--- config.mk ---
export PLATFORM = sky130hd
export DESIGN_NAME = bscan_byte_bridge
export DESIGN_NICKNAME = d
export VERILOG_FILES = /design/src/rtl/bscan_byte_bridge.sv
export SDC_FILE = /design/constraint.sdc
export NUM_CORES = 1
export LEC_CHECK = 0
export BUFFER_PORTS_ARGS = -buffer_cell sky130_fd_sc_hd__buf_2
export CAP_MARGIN = 25
export CORE_MARGIN = 5
export CORE_UTILIZATION = 40
export DETAILED_ROUTE_END_ITERATION = 6
export GPL_TIMING_DRIVEN = 0
export SLEW_MARGIN = 20
export SYNTH_ARGS = -nofsm -noshare
export SYNTH_HDL_FRONTEND = slang
export SYNTH_SLANG_ARGS = --single-unit
--- constraint.sdc ---
create_clock -name tck -period 2.5 [get_ports tck]
set_input_delay 0.125 -clock tck [delete_from_list [all_inputs] [get_ports tck]]
set_output_delay 0.125 -clock tck [all_outputs]
set_load 0.01 [all_outputs]
--- src/rtl/bscan_byte_bridge.sv ---
// bscan_byte_bridge
//   Bridge between the BSCANE2 USER4 TAP signals and a solver core.
//   Inbound: 8-bit DR scans (LSB first) are deserialized and pushed into a
//   small first-word-fall-through FIFO presented as a valid/ready stream.
//   Outbound: every DR capture loads the solver result into a shift register
//   that is serialized LSB first on tdo.
//
// Ports
//   tck            : only clock, all state updates on the rising edge
//   rst_n          : asynchronous active-low reset
//   tdi            : serial data from the TAP, valid while shift_dr
//   tdo            : serial result toward the TAP (straight from a flop)
//   ir_is_user     : IR holds USER4; gates every TAP-driven action
//   capture_dr     : TAP in Capture-DR this cycle
//   shift_dr       : TAP in Shift-DR this cycle
//   update_dr      : TAP in Update-DR this cycle
//   inbound_valid  : FIFO head byte available
//   inbound_ready  : solver accepts the head byte this cycle
//   inbound_data   : FIFO head byte
//   result_valid   : result is final
//   result         : solver answer, RESULT_WIDTH bits
//   overflow       : sticky, a completed byte was dropped on a full FIFO

module bscan_byte_bridge #(
    parameter int unsigned RESULT_WIDTH = 32,
    parameter int unsigned FIFO_DEPTH   = 4
) (
    input  logic                    tck,
    input  logic                    rst_n,
    input  logic                    tdi,
    output logic                    tdo,
    input  logic                    ir_is_user,
    input  logic                    capture_dr,
    input  logic                    shift_dr,
    input  logic                    update_dr,
    output logic                    inbound_valid,
    input  logic                    inbound_ready,
    output logic [7:0]              inbound_data,
    input  logic                    result_valid,
    input  logic [RESULT_WIDTH-1:0] result,
    output logic                    overflow
);

    localparam int unsigned PTR_W = (FIFO_DEPTH > 1) ? $clog2(FIFO_DEPTH) : 1;
    localparam int unsigned CNT_W = PTR_W + 1;

    localparam logic [PTR_W-1:0] PTR_ONE  = PTR_W'(1);
    localparam logic [CNT_W-1:0] CNT_ONE  = CNT_W'(1);
    localparam logic [CNT_W-1:0] CNT_FULL = CNT_W'(FIFO_DEPTH);
    localparam logic [3:0]       BIT_MAX  = 4'd15;
    localparam logic [3:0]       BYTE_LEN = 4'd8;

    // TAP-side state
    logic [7:0]              in_sr;
    logic [3:0]              bit_cnt;
    logic [RESULT_WIDTH-1:0] out_sr;

    // FIFO state
    logic [7:0]       mem [FIFO_DEPTH];
    logic [PTR_W-1:0] rd_ptr;
    logic [PTR_W-1:0] wr_ptr;
    logic [CNT_W-1:0] count;
    logic             ovf_q;

    // Qualified TAP strobes
    logic cap_act;
    logic shf_act;
    logic upd_act;

    logic fifo_full;
    logic pop;
    logic push_req;
    logic push_ok;
    logic drop;

    always_comb begin
        cap_act   = ir_is_user && capture_dr;
        shf_act   = ir_is_user && shift_dr;
        upd_act   = ir_is_user && update_dr;

        fifo_full = (count == CNT_FULL);
        pop       = (count != '0) && inbound_ready;
        push_req  = upd_act && (bit_cnt == BYTE_LEN);
        // A pop in the same cycle frees the slot, so a full FIFO still
        // accepts the byte in that case.
        push_ok   = push_req && (!fifo_full || pop);
        drop      = push_req && fifo_full && !pop;
    end

    // Input deserializer
    always_ff @(posedge tck or negedge rst_n) begin
        if (!rst_n) begin
            in_sr   <= '0;
            bit_cnt <= '0;
        end else if (cap_act) begin
            bit_cnt <= '0;
        end else if (shf_act) begin
            in_sr <= {tdi, in_sr[7:1]};
            // Saturate so long scans never wrap back to a byte-sized count.
            if (bit_cnt != BIT_MAX) begin
                bit_cnt <= bit_cnt + 4'd1;
            end
        end
    end

    // Result serializer
    always_ff @(posedge tck or negedge rst_n) begin
        if (!rst_n) begin
            out_sr <= '0;
        end else if (cap_act) begin
            out_sr <= result_valid ? result : '0;
        end else if (shf_act) begin
            out_sr <= {1'b0, out_sr[RESULT_WIDTH-1:1]};
        end
    end

    // Inbound FIFO
    always_ff @(posedge tck or negedge rst_n) begin
        if (!rst_n) begin
            for (int unsigned i = 0; i < FIFO_DEPTH; i++) begin
                mem[i] <= '0;
            end
            rd_ptr <= '0;
            wr_ptr <= '0;
            count  <= '0;
            ovf_q  <= 1'b0;
        end else begin
            if (push_ok) begin
                mem[wr_ptr] <= in_sr;
                wr_ptr      <= wr_ptr + PTR_ONE;
            end
            if (pop) begin
                rd_ptr <= rd_ptr + PTR_ONE;
            end
            if (push_ok && !pop) begin
                count <= count + CNT_ONE;
            end else if (pop && !push_ok) begin
                count <= count - CNT_ONE;
            end
            if (drop) begin
                ovf_q <= 1'b1;
            end
        end
    end

    assign tdo           = out_sr[0];
    assign inbound_valid = (count != '0);
    assign inbound_data  = mem[rd_ptr];
    assign overflow      = ovf_q;

endmodule

==> out/metrics.cfg <==
[drt]
dr.pass1.iters=4
antenna_left=0
wl_per_cell_um=14.3
vias=2560
via_per_inst=5.00
drt_iter0_markers=82
drcViolationCount=0
drt_wl_total_um=7310

[floorplan]
rows=35
dieArea_um2=11400
start_util=0.408
core_area_um2=9200
die_x_um=107
die_y_um=107
ios=52

[worst_hold_path]
hold_class=input port to flip-flop
min-delay-start=capture_dr

[synth]
synth_top_family_by_area=multiplexers
yosysMostFrequentCell=dfrtp_1
yosysSeqAreaShare=0.560
synth_nets=345
yosys-top-cells-count=dfrtp_1 (84), nand2_1 (66), mux2_2 (39), a22oi_1 (31), clkbuf_1 (9)
ys_ff_latch=84
synthFlopType=dfrtp_1
yosys.area_share.xor_xnor=0.0140
synth_top_area_share=0.560
synth_cell_types=35
synthSimpleGateAreaFrac=0.113
synth_adder_area_share=0.0287
synth_compound_area_frac=0.0827
synth.area.mux_share=0.174
synth-edff-count=0
syn_area_um2=3750
synth_area_leaders=dfrtp_1 (56%), mux2_2 (12%), nand2_1 (6.6%)
yosys.area.top_type=dfrtp_1
netlist_instances=296
async_flop_share=1.00
yosys_warnings=0
synth_area_per_cell_um2=12.7

[pwr]
cellLeakagePower_uw=0.00236
p_switching_uw=894
power_frac_seq=0.509
clkPwrFrac=0.318
report.power.total_uw=3280
p_int_uw=2380
pwr-share-comb=0.173
p_sw_frac=0.273
ir_worst_vdd_mv=0.326
power_density_nw_per_um2=687

[finish]
drive_gt1_frac=0.324
final_net_count=445
diodes=0
fin_util=0.518
area_growth_pct=27.1

[global_routing]
overflow=0
grt_pass1_wl_um=12400
antenna_found_initial=0
grt_max_degree=58
grt_pass1_vias=2621
grt_usage=0.138

[worst_setup_path]
start_kind=flip-flop
critPathArrivalTime_ns=2.57
setup.worst_path.start=count[0]
crit_fanout=6
r2r-start=count[0]
required_ns=2.73
worstSetupPathType=flip-flop to flip-flop
cp-end-kind=flip-flop

[sta]
rsz0062_at_grt=false
fin_crit_ns=2.34
drv_slew=0
clock.fmax_mhz=427
final_hold_viol_count=0
fin_skew_ns=0.0152
worst_pin_slew_ns=0.597
fin_ws_ns=0.156
min_period_over_period=0.938
tns_ns=0
finalSetupViolCount=0
relSlewSlack=0.602

[clocking]
cts-htree-levels=3
clk_path_buf_depth=2
clkLatencyLatePin_ns=0.35
cts_sinks=84
tritoncts=done
root_buffer=clkbuf_8
clkTransAtPathRegs_ns=0.08
cts_made_buffers=9

[place]
place_ws_ns=0.0491
gp_routability_congestion=0.733
detailed_place_hpwl_um=4770
numPortBuffers=50

[flow_run]
maxCapViolations=0

[status]
outcome=complete, no violations

## final cells by class
type / count / area, um2
fillers: 783 / 4430
clock inverters: 6 / 88.8
plain buffers: 16 / 78.8
flip-flops and latches: 84 / 2100
well taps: 111 / 139
multi-input cells: 189 / 1550
repair buffers: 89 / 651
inverters: 7 / 26.3
clock buffers: 10 / 128
## placed cells by master (no fill, tap or decap), types with 3 or more instances in the layout
master	n
mux2_1	3
inv_1	7
mux2_2	39
nand4_4	4
xnor2_1	4
dlygate4sd3_1	34
mux4_2	8
dfrtp_1	83
buf_2	52
ha_1	7
a22oi_1	31
clkbuf_8	9
clkbuf_1	10
nand2_1	66
buf_4	5
## flip-flops by register name, indices dropped and copies added (netlist names)
register / flops
out_sr: 32
count: 3
mem: 32
overflow: 1
rd_ptr: 2
bit_cnt: 4
in_sr: 8
wr_ptr: 2
## worst paths after layout
check	end	slack (ns)	depth (start not counted)
min reg2reg	count[2]	0.48	1
max in group asynchronous	bit_cnt[0]	1.65	3
min in group asynchronous	wr_ptr[0]	0.24	2
max	count[1]	0.16	8
max reg2reg	count[1]	0.16	8
min	bit_cnt[0]	0.04	2
## metal layers
layer | wire length [um] | global-route usage | vias up
li1 | - | - | 1261
met1 | 3310 | 0.175 | 1241
met2 | 3590 | 0.230 | 52
met3 | 346 | 0.0464 | 6
met4 | 61 | 0.0329 | 0
met5 | 0 | 0 | -
## power groups by stage
stage,Clock [uW],Combinational (uW),Sequential [uW]
floorplan,0,387,1660
global placement,0,520,1700
detailed placement,0,539,1700
CTS,1080,584,1670
global route,1140,643,1700
finish,1040,567,1670
## what timing repair did
action                                  in CTS  in global routing
hold buffers                                34                  0
hold endpoints to repair                    60                  0
buffers inserted                             0                  4
endpoints found under the setup margin       0                  2
resized for setup                            0                  3
## worst max-delay path, stage by stage (launching register included)
cell	delay [ns]
dfrtp_1	0.44
or4b_4	0.53
buf_6	0.16
nand3_2	0.10
inv_1	0.06
ha_1	0.20
inv_1	0.07
fa_1	0.40
mux2_2	0.27
## logic make-up after synthesis
logic type	count (synthesis)
flip-flops	84
adder cells (fa/ha/maj)	8
AO/OA/AOI/OAI	42
multiplexers	50
buffers and inverters	23
XOR/XNOR	6
AND/OR/NAND/NOR	83
## through the flow
stage	hold WS [ns]	instances	instance area, um2
2_1_floorplan	-0.171	296	3750
3_3_place_gp	0.315	457	4140
3_5_place_dp	0.0807	458	4170
4_1_cts	0.0190	508	4730
5_1_grt	0.0380	512	4770
6_report	0.0398	512	4770
No activity file was read; power rests on OpenSTA's default activity.
